<file path="src/rtl/vga_frame_reader.sv">
// VGA raster timing plus frame-buffer scanout, gated per frame by frame_ready.
// Optional build macro TEST_PATTERN_EN adds a test_mode input selecting an x^y test pattern.
module vga_frame_reader #(
   parameter int unsigned H_DISPLAY = 640,
   parameter int unsigned H_FRONT   = 16,
   parameter int unsigned H_SYNC    = 96,
   parameter int unsigned H_BACK    = 48,
   parameter int unsigned V_DISPLAY = 480,
   parameter int unsigned V_FRONT   = 10,
   parameter int unsigned V_SYNC    = 2,
   parameter int unsigned V_BACK    = 33,
   parameter int unsigned ADDR_W    = 19,
   parameter int unsigned PIX_W     = 8
) (
   input  logic              clk,
   input  logic              reset,
   input  logic              frame_ready,
`ifdef TEST_PATTERN_EN
   input  logic              test_mode,
`endif
   output logic              rd_en,
   output logic [ADDR_W-1:0] rd_addr,
   input  logic [PIX_W-1:0]  rd_data,
   output logic              hsync,
   output logic              vsync,
   output logic              de,
   output logic [PIX_W-1:0]  pixel,
   output logic              frame_start
);

   localparam int unsigned H_TOTAL      = H_DISPLAY + H_FRONT + H_SYNC + H_BACK;
   localparam int unsigned V_TOTAL      = V_DISPLAY + V_FRONT + V_SYNC + V_BACK;
   localparam int unsigned HW           = $clog2(H_TOTAL);
   localparam int unsigned VW           = $clog2(V_TOTAL);
   localparam int unsigned H_SYNC_START = H_DISPLAY + H_FRONT;
   localparam int unsigned H_SYNC_END   = H_SYNC_START + H_SYNC;
   localparam int unsigned V_SYNC_START = V_DISPLAY + V_FRONT;
   localparam int unsigned V_SYNC_END   = V_SYNC_START + V_SYNC;

   localparam logic [HW-1:0]     H_LAST    = HW'(H_TOTAL - 1);
   localparam logic [VW-1:0]     V_LAST    = VW'(V_TOTAL - 1);
   localparam logic [ADDR_W-1:0] ADDR_LAST = ADDR_W'(H_DISPLAY * V_DISPLAY - 1);

   typedef enum logic [0:0] {StIdle, StScan} state_e;

   state_e            state_q, state_d;
   logic [HW-1:0]     h_cnt_q, h_cnt_d;
   logic [VW-1:0]     v_cnt_q, v_cnt_d;
   logic [ADDR_W-1:0] addr_q, addr_d;

   logic line_end, frame_end, visible, scan_rd, pattern_sel;
   logic hsync0, vsync0, frame_start0;

   // stage-1 registers (memory data returns alongside these)
   logic hsync_q1, vsync_q1, de_q1, frame_start_q1, rd_valid_q1;
   logic [PIX_W-1:0] pixel_d;

`ifdef TEST_PATTERN_EN
   logic [PIX_W-1:0] pattern0, pattern_q1;
   logic             pattern_sel_q1;

   assign pattern_sel = test_mode;
   assign pattern0    = PIX_W'(h_cnt_q) ^ PIX_W'(v_cnt_q);
`else
   assign pattern_sel = 1'b0;
`endif

   // Stage 0: raster counters and decode
   assign line_end  = (h_cnt_q == H_LAST);
   assign frame_end = line_end && (v_cnt_q == V_LAST);
   assign visible   = (h_cnt_q < HW'(H_DISPLAY)) && (v_cnt_q < VW'(V_DISPLAY));

   assign hsync0 = !((h_cnt_q >= HW'(H_SYNC_START)) && (h_cnt_q < HW'(H_SYNC_END)));
   assign vsync0 = !((v_cnt_q >= VW'(V_SYNC_START)) && (v_cnt_q < VW'(V_SYNC_END)));
   assign frame_start0 = (h_cnt_q == '0) && (v_cnt_q == '0);

   always_comb begin
      h_cnt_d = line_end ? '0 : h_cnt_q + 1'b1;
      v_cnt_d = v_cnt_q;
      if (line_end) begin
         v_cnt_d = (v_cnt_q == V_LAST) ? '0 : v_cnt_q + 1'b1;
      end
   end

   // Arm/disarm only at the frame boundary so a frame is always shown whole
   always_comb begin
      state_d = state_q;
      if (frame_end) begin
         unique case (state_q)
            StIdle:  if (frame_ready)  state_d = StScan;
            StScan:  if (!frame_ready) state_d = StIdle;
            default: state_d = StIdle;
         endcase
      end
   end

   // Address follows the raster even while the pattern suppresses reads,
   // so leaving test_mode mid-frame still reads the right pixel.
   assign scan_rd = (state_q == StScan) && visible;
   assign rd_en   = scan_rd && !pattern_sel;
   assign rd_addr = addr_q;

   always_comb begin
      addr_d = addr_q;
      if (frame_end) begin
         addr_d = '0;
      end else if (scan_rd && (addr_q != ADDR_LAST)) begin
         addr_d = addr_q + 1'b1;
      end
   end

   always_ff @(posedge clk or posedge reset) begin
      if (reset) begin
         state_q <= StIdle;
         h_cnt_q <= '0;
         v_cnt_q <= '0;
         addr_q  <= '0;
      end else begin
         state_q <= state_d;
         h_cnt_q <= h_cnt_d;
         v_cnt_q <= v_cnt_d;
         addr_q  <= addr_d;
      end
   end

   // Stage 1: timing delayed one clk while the memory read completes
   always_ff @(posedge clk or posedge reset) begin
      if (reset) begin
         hsync_q1       <= 1'b1;
         vsync_q1       <= 1'b1;
         de_q1          <= 1'b0;
         frame_start_q1 <= 1'b0;
         rd_valid_q1    <= 1'b0;
      end else begin
         hsync_q1       <= hsync0;
         vsync_q1       <= vsync0;
         de_q1          <= visible;
         frame_start_q1 <= frame_start0;
         rd_valid_q1    <= rd_en;
      end
   end

`ifdef TEST_PATTERN_EN
   always_ff @(posedge clk or posedge reset) begin
      if (reset) begin
         pattern_q1     <= '0;
         pattern_sel_q1 <= 1'b0;
      end else begin
         pattern_q1     <= pattern0;
         pattern_sel_q1 <= pattern_sel;
      end
   end
`endif

   // rd_valid_q1 already implies de && SCAN for the returning word
   always_comb begin
      pixel_d = '0;
      if (rd_valid_q1) begin
         pixel_d = rd_data;
      end
`ifdef TEST_PATTERN_EN
      if (pattern_sel_q1 && de_q1) begin
         pixel_d = pattern_q1;
      end
`endif
   end

   // Stage 2: registered outputs, all aligned with pixel
   always_ff @(posedge clk or posedge reset) begin
      if (reset) begin
         hsync       <= 1'b1;
         vsync       <= 1'b1;
         de          <= 1'b0;
         frame_start <= 1'b0;
         pixel       <= '0;
      end else begin
         hsync       <= hsync_q1;
         vsync       <= vsync_q1;
         de          <= de_q1;
         frame_start <= frame_start_q1;
         pixel       <= pixel_d;
      end
   end

endmodule

</file>
<file path="config.mk">
export PLATFORM = sky130hd
export DESIGN_NAME = vga_frame_reader
export DESIGN_NICKNAME = d
export VERILOG_FILES = /design/src/rtl/vga_frame_reader.sv
export SDC_FILE = /design/constraint.sdc
export NUM_CORES = 1
export LEC_CHECK = 0
export CAP_MARGIN = 0
export CORE_AREA = 2 2 86 88
export DETAILED_ROUTE_END_ITERATION = 16
export DIE_AREA = 0 0 88 90
export PLACE_DENSITY = 0.6
export SETUP_SLACK_MARGIN = 0.4
export SLEW_MARGIN = 20
export SYNTH_ARGS = -nofsm -noshare
export SYNTH_HDL_FRONTEND = slang
export SYNTH_SLANG_ARGS = --single-unit
</file>
<file path="constraint.sdc">
create_clock -name clk -period 2.3 [get_ports clk]
set_input_delay 0.69 -clock clk [delete_from_list [all_inputs] [get_ports clk]]
set_output_delay 0.69 -clock clk [all_outputs]
set_load 0.02 [all_outputs]
</file>
==> run summary, run 1 <==
The maximum level of the CTS H-tree was 3. The largest fanout on the critical path came out at 5. From bottom edge to top edge, the die measures 90 µm. The total number of placement rows is 31, and the power density normalized to cell area is 553 mW/mm². The root buffer selected by CTS is sky130_fd_sc_hd__clkbuf_8. Sequential elements use 53.1% of the synthesized area.

The run gives 6390 µm as the total wire length. After synthesis, the largest family of logic cells by area is simple AND/OR/NAND/NOR gates. The run gives 442 as the count of non-filler cells in the finished layout.

The logs give 25 for the maximum number of pins on one net before global-route repair and 2073 for the number of global-route vias before repair. The global-route congestion overflow total is 0. The worst-case headroom to the max-slew limit was 71.4%; the area inside the core boundary was 0.00702 mm². The detailed placer's ending HPWL was 3790 µm. The weighted congestion reported at the end of routability-driven placement came out at 0.796. STA classifies the critical path startpoint as a flip-flop. The routed via count divided by cell count was 4.95.

The final cycle utilization of the critical path is 84.6%, and the length of the first detailed-routing pass in iterations is 4. Buffers inserted to repair hold after CTS numbered 0. The first global-routing pass estimated 10300 µm of wire.

The global-route total usage across every layer is 16.7%. In this run the count of I/O pins placed on the die edge is 43. The maximum single-stage delay on the critical path works out to 470 ps.

Subtracting the final worst setup slack from the clock period gives 1950 ps. The number of placed instances, taps included, is 399. The logs give 1.80 nW for the leakage dissipation and 0 ps for the final setup TNS. Across the VDD grid, the largest voltage drop is 0.000293 V. The logs give 0 for the number of remaining DRC errors and 38.4% for the initial cell density of the core.

The die is 88 µm wide. The initial antenna violation count is 0. The number of hold violations in the final report is 0.

The run gives 57 as the TritonCTS sink count. After Yosys synthesis, full adders, half adders and majority gates account for 2.32% of the synthesized area. Setup violations remaining at the end of the flow were counted as 0. The run finished with clean final reports. Walking the worst path, the cells encountered are inv_2 -> ha_4 -> or4b_4 -> nor3_4 -> buf_4 -> buf_6 -> a31oi_1 -> o21ai_1 -> o31ai_1. Critical path class: flip-flop to flip-flop. Setup repair after global routing could not meet its margin everywhere.

The die covers 0.00792 mm². For the number of synthesis warnings, the log shows 0. The tools report the clock latency reported for the late side of the worst-skew pair as 340 ps.

In this run the register-to-register setup slack is 350 ps. The XOR/XNOR share of the synthesized area is 5.85%. The first routing iteration left 119 violations. The detailed-route wire length per cell came out at 14.5 µm. The largest buffer count on any clock path was 2; the area growth from synthesis to layout was 44.6%.

The number of nets in the synthesized netlist is 270. The clock tree skew after final layout was 14.6 ps. Across the run, the number of max-cap violations was 0. The tools report the number of CTS-inserted buffers as 9. The class of the worst hold path is flip-flop to flip-flop. For the worst setup path, the data required time is 2500 ps.

The run gives 55.5% as the final standard cell utilization of the core. The routed layout has 2187 vias. The count of nets left with antenna violations once routing finished came out at 0. The area fraction in compound gates after synthesis is 7.47%.

The kind of cell adding the most delay to the critical path was simple AND/OR/NAND/NOR gates. Counting flops with a built-in enable in the synthesized netlist gives 0. The worst setup path is captured at a flip-flop. For the combined area of all synthesized cells, the log shows 0.00270 mm². Synthesis produced a netlist whose cell count is 254. Of the cells placed in the final design, the portion with a size suffix greater than 1 is 31.2%. The average footprint of a synthesized cell was 10.6 µm². In this run the tool buffered the top-level ports with 42 buffer cells.

Yosys mapped the design onto 47 distinct sky130hd cell types. The critical-path cell with the highest stage delay is sky130_fd_sc_hd__or4b_4. Counting both buffers and inverters, the worst setup path holds a total of 3. TritonCTS built the clock tree. The number of antenna diodes in the final layout is 0. The transition at the pin with the smallest max-transition slack was 429 ps. The most instantiated flip-flop cell in the synthesis netlist is sky130_fd_sc_hd__dfrtp_1. The share of synthesized cell area in and, or, nand and nor gates came out at 25.6%. The clock-pin transition on the worst setup and hold timing paths came out at 70 ps. In this run, synthesis produced a sequential element count of 57. For the number of max-slew violations in the final report, the log shows 0. The async set or reset register ratio after synthesis was 100%; the final net count was 354. For this run, the top clock speed supported by timing is 514 MHz. The portion of synthesized area spent on multiplexers is 1.53%. For the worst endpoint data arrival time, the log shows 2140 ps.
-- through the flow --
step | hold slack [ps] | area, µm² | setup slack, ps | power (mW)
floorplan | 331 | 2710 | 408 | 1.06
global placement | 334 | 3320 | 268 | 1.10
detailed placement | 341 | 3320 | 236 | 1.10
CTS | 357 | 3790 | 164 | 2.17
global route | 355 | 3900 | 269 | 2.23
finish | 355 | 3900 | 354 | 2.15
-- synth_stat cells (7+ instances only) --
cell	instances	area share, %
sky130_fd_sc_hd__nand4_1	8	1.9
sky130_fd_sc_hd__and2_1	10	2.3
sky130_fd_sc_hd__xor2_1	7	2.3
sky130_fd_sc_hd__dfrtp_1	53	49
sky130_fd_sc_hd__o31ai_1	7	1.9
sky130_fd_sc_hd__nand2_1	21	2.9
sky130_fd_sc_hd__nor3_1	8	1.5
sky130_fd_sc_hd__xnor2_1	11	3.6
sky130_fd_sc_hd__nand3_1	13	2.4
sky130_fd_sc_hd__nor2_1	22	3.1
sky130_fd_sc_hd__o21ai_0	11	2.0
sky130_fd_sc_hd__inv_1	12	1.7
-- routing by layer --
metal | vias up | share of wire [%] | track usage (%)
met2 | 61 | 48 | 24.5
met5 | - | 0 | 0
li1 | 1070 | - | -
met1 | 1048 | 46 | 23.4
met3 | 8 | 5.0 | 3.40
met4 | 0 | 1.0 | 8.08
-- state kept, by name, indices dropped and copies added, names as in the netlist --
register        cells
frame_start_q1      1
de_q1               1
state_q             1
rd_valid_q1         1
rd_addr            19
hsync_q1            1
vsync_q1            1
de                  1
frame_start         1
pixel               8
v_cnt_q            10
vsync               1
hsync               1
h_cnt_q            10
-- kinds of logic (layout without fill, tap and decap cells) --
logic type,Yosys count,after routing
flops,57,57
mux,4,4
simple gates,117,118
buf+inv,22,110
compound gates,31,31
fa+ha+maj,5,5
xor+xnor,18,18
-- cell usage in the layout (no fill, tap or decap), types with 3 or more instances in the layout --
master,n
sky130_fd_sc_hd__o211ai_1,5
sky130_fd_sc_hd__buf_6,11
sky130_fd_sc_hd__nor2_2,11
sky130_fd_sc_hd__dfstp_2,4
sky130_fd_sc_hd__o31ai_1,7
sky130_fd_sc_hd__xor2_1,7
sky130_fd_sc_hd__nand4_1,8
sky130_fd_sc_hd__nand3_2,3
sky130_fd_sc_hd__dlygate4sd2_1,29
sky130_fd_sc_hd__xnor2_1,10
sky130_fd_sc_hd__clkbuf_8,11
sky130_fd_sc_hd__or3_1,3
sky130_fd_sc_hd__and2_1,9
sky130_fd_sc_hd__nor3_1,7
sky130_fd_sc_hd__nor4_1,5
sky130_fd_sc_hd__o21ai_1,5
sky130_fd_sc_hd__nand2_1,20
sky130_fd_sc_hd__dfrtp_1,49
sky130_fd_sc_hd__nor2_1,11
sky130_fd_sc_hd__clkdlybuf4s50_1,10
sky130_fd_sc_hd__nand3_1,11
sky130_fd_sc_hd__buf_4,27
sky130_fd_sc_hd__mux2i_1,3
sky130_fd_sc_hd__inv_1,9
sky130_fd_sc_hd__dfrtp_2,4
sky130_fd_sc_hd__o21ai_0,6
-- path summary, 6_finish.rpt --
path / from / end / cells after the start
worst min-delay path: de_q1$_DFF_PP0_ / de$_DFF_PP0_ / 0
worst max-delay path: v_cnt_q[1]$_DFFE_PP0N_ / v_cnt_q[4]$_DFFE_PP0N_ / 9
max in group asynchronous: reset / vsync$_DFF_PP1_ / 3
worst max register to register: v_cnt_q[1]$_DFFE_PP0N_ / v_cnt_q[4]$_DFFE_PP0N_ / 9
worst min register to register: de_q1$_DFF_PP0_ / de$_DFF_PP0_ / 0
min in group asynchronous: reset / v_cnt_q[6]$_DFFE_PP0N_ / 2
-- timing repair --
action | in CTS | in global routing
pin swaps | 5 | 10
gates resized for setup | 58 | 35
gates cloned | 2 | 0
buffers inserted | 22 | 3
setup endpoints to repair | 59 | 34
-- power breakdown --
part / internal (mW) / switching [mW]
logic: 0.0309 / 0.0363
registers: 1.01 / 0.00117
clock network: 0.665 / 0.411
total: 1.71 / 0.449
-- final cells by class --
| class | instances | area, µm² |
|---|---|---|
| well taps | 99 | 124 |
| repair buffers | 82 | 763 |
| clock inverters | 5 | 77.6 |
| flip-flops and latches | 57 | 1440 |
| multi-input cells | 176 | 1290 |
| inverters | 12 | 48.8 |
| clock buffers | 11 | 151 |
| fillers | 601 | 3120 |
(Power assumes the default switching activity.)
==> run 2: changes to the inputs <==
--- a/config.mk
+++ b/config.mk
@@ -9,7 +9,7 @@
 export CORE_AREA = 2 2 86 88
 export DETAILED_ROUTE_END_ITERATION = 16
 export DIE_AREA = 0 0 88 90
-export PLACE_DENSITY = 0.6
+export PLACE_DENSITY = 0.62
 export SETUP_SLACK_MARGIN = 0.4
 export SLEW_MARGIN = 20
 export SYNTH_ARGS = -nofsm -noshare
==> constraint.sdc (replaced) <==
create_clock -name clk -period 1.7 [get_ports clk]
set_input_delay 0.51 -clock clk [delete_from_list [all_inputs] [get_ports clk]]
set_output_delay 0.51 -clock clk [all_outputs]
set_load 0.02 [all_outputs]
==> run summary, run 2 (synthesis gave the netlist of run 1 again) <==
The tool flagged a number of max-cap violations equal to 0. The final cycle utilization of the critical path is 113%, and the weighted congestion reported at the end of routability-driven placement is 0.828. The clock passes through at most 2 buffers. The leakage dissipation came out at 2.00 nW.

The tools report the number of buffers added to fix hold violations after cts as 0. STA puts the critical path data arrival time at 2140 ps. In the layout the commonest cells are sky130_fd_sc_hd__buf_4 (58), sky130_fd_sc_hd__buf_6 (53), sky130_fd_sc_hd__dfrtp_1 (50). For the number of fill cells, the log shows 581. The count of nets left with antenna violations once routing finished came out at 0.

The internal portion of the total power is 2.17 mW. The total number of placement rows is 31. The run gives 104 as the detailed router's first-iteration violation count. The reg-to-reg endpoint was rd_addr[9]$_DFFE_PP0P_. The port buffer count was 42; the detailed placer's ending HPWL was 4200 µm. The cell sitting at the root of the clock tree is a sky130_fd_sc_hd__clkbuf_8. Across every metal layer, demand over resource in global routing totals 17.5%. In this run the vertical extent of the chip is 90 µm. The clock-pin transition on the worst setup and hold timing paths came out at 60 ps.

Between clock sinks in the finished design, the worst skew comes to 14.2 ps. Buffers inserted during clock tree synthesis total 9. The core region is 0.00702 mm². Measured against its own limit, the worst slew margin works out to 78.1%. In this run switching power makes up 20.9% of total power. The cell area after placement was 0.00366 mm². The tools report the number of global-route vias before repair as 2348. STA puts the critical path data required time at 1920 ps.

The number of remaining DRC errors was 0; the combinational fraction of design power was 3.5%. With fillers left out, the area of the finished cells amounts to 0.00428 mm². The count of endpoints failing setup in the final report was 30; the fraction of power consumed by sequential logic was 50.0%. The reg-to-reg setup timing slack was -220 ps. The clock net in this run drives a total of 57 sinks.

The clock network fraction of design power is 46.5%, and the final setup TNS is -4360 ps. Entering global routing, the biggest net connects 58 pins. The number of antenna diodes in the final layout is 0. The tools report the launch point of the worst reg-to-reg path as v_cnt_q[1]$_DFFE_PP0N_.

The worst hold path passes through 0 cells. The worst hold path terminates at frame_start$_DFF_PP0_. The length of the first detailed-routing pass in iterations was 4; the area growth from synthesis to layout was 58.9%. The initial antenna violation count is 0. The worst-case IR drop observed on VDD is 0.000395 V. Routed via count divided by cell count: 4.89. The clock period minus worst slack works out to 1920 ps. Setup repair after global routing could not meet its margin everywhere.

For this configuration, the core starts out at a cell density of 38.4%. The register with the most flip-flops in the layout has 19 of them. The die width came out at 88 µm. The final reports fail on negative setup slack. The H-tree was split into 3 levels. The min-delay analysis places its worst path in the category flip-flop to flip-flop.

The largest fanout on the critical path was 10; the global-route congestion overflow total was 0. The run gives 2364 as the total number of vias. TritonCTS built the clock tree. The power density normalized to cell area was 640 mW/mm². The number of hold violations in the final report came out at 0. The tools report the launching element type of the critical path as a flip-flop. The final critical-path setup slack is -218 ps, and the full die area is 0.00792 mm². Leaving out fill and tap cells, the most frequent cell in the layout is sky130_fd_sc_hd__buf_4. The first global-routing pass estimated 10900 µm of wire. The final net count is 395, and the fraction of layout instances using a drive strength above 1 is 44.3%.

For this design the total switching power over the nets is 0.572 mW. STA classifies the critical path endpoint as a flip-flop. In this run the most critical hold path is launched from frame_start_q1$_DFF_PP0_. The critical path class is flip-flop to flip-flop. During I/O placement, the number of pins put on the boundary was 43. In the final routed layout, each cell accounts on average for 13.3 µm. At the pin with the least slew margin, the transition time is 326 ps. The flow ran to the end, but the final reports show violations.

Timing would allow up to 521 MHz. The clock latency reported for the late side of the worst-skew pair was 340 ps; the worst reg-to-reg path cell count was 8. The number of max-slew violations in the final report came out at 0. For this block, the routed nets add up to 6430 µm of wire.
==> run 2: cell count changes in the layout (fill, tap and decap cells not counted), moves of 4 or more <==
cell / previous run / this run
sky130_fd_sc_hd__dlygate4sd2_1: 29 / 0
sky130_fd_sc_hd__nor2_2: 11 / 2
sky130_fd_sc_hd__buf_6: 11 / 53
sky130_fd_sc_hd__o21ai_0: 6 / 2
sky130_fd_sc_hd__nor2_1: 11 / 18
sky130_fd_sc_hd__buf_4: 27 / 58
==> run 2: power groups by stage <==
stage          combinational (mW)  sequential (mW)  clock (mW)
2_1_floorplan              0.0266             1.41           0
3_3_place_gp               0.0966             1.39           0
3_5_place_dp               0.0973             1.39           0
4_1_cts                    0.0997             1.37        1.30
5_1_grt                     0.106             1.37        1.38
6_report                   0.0962             1.37        1.27
==> run 2: layout make-up <==
type                       count  area (µm²)  area share [%]
tap                           99         124            2.89
sequential                    57        1440            33.5
multi-input combinational    175        1290            30.1
timing repair buffer         124        1180            27.6
inverter                      12        51.3            1.20
clock inverter                 3        40.0           0.935
clock buffer                  13         159            3.71
==> run 2: repair_timing <==
item,in CTS,in global routing
pin swaps,12,13
setup endpoints to repair,70,70
resized for setup,214,20
setup buffers,19,10
endpoints found under the hold margin,0,0
==> run 2: worst max-delay path by stage <==
stage,startpoint,end,cells after the start
floorplan,rd_addr[0]$_DFFE_PP0P_,rd_addr[7]$_DFFE_PP0P_,6
global placement,v_cnt_q[0]$_DFFE_PP0N_,rd_addr[2]$_DFFE_PP0P_,7
detailed placement,v_cnt_q[1]$_DFFE_PP0N_,rd_addr[6]$_DFFE_PP0P_,7
CTS,v_cnt_q[0]$_DFFE_PP0N_,rd_addr[3]$_DFFE_PP0P_,8
global route,v_cnt_q[0]$_DFFE_PP0N_,rd_addr[4]$_DFFE_PP0P_,8
finish,v_cnt_q[1]$_DFFE_PP0N_,rd_addr[9]$_DFFE_PP0P_,8
==> run 2: per-stage QoR <==
stage / util, % / std cells / worst slack, ps / total power [mW] / hold WS, ps
floorplan: - / 254 / -191 / 1.43 / 331
global placement: 52.2 / 438 / -163 / 1.49 / 333
detailed placement: 52.2 / 438 / -199 / 1.49 / 338
CTS: 59.1 / 473 / -202 / 2.77 / 353
global route: 61.0 / 483 / -277 / 2.86 / 361
finish: 61.0 / 483 / -218 / 2.74 / 351
==> run 2: layer usage <==
layer / GRT usage, % / wire (µm) / vias up
met1: 23.2 / 2920 / 1150
met3: 5.23 / 324 / 6
li1: - / - / 1147
met2: 26.9 / 3130 / 61
met5: 0 / 0 / -
met4: 6.28 / 54 / 0
==> run 2: worst max-delay path, stage by stage, from the launching register on <==
cell                      delay [ps]
sky130_fd_sc_hd__dfrtp_1         400
sky130_fd_sc_hd__inv_2            70
sky130_fd_sc_hd__ha_1            130
sky130_fd_sc_hd__or4b_4          480
sky130_fd_sc_hd__nor3_4          240
sky130_fd_sc_hd__buf_6           150
sky130_fd_sc_hd__and2_4          170
sky130_fd_sc_hd__buf_12          120
sky130_fd_sc_hd__nor2_1           50
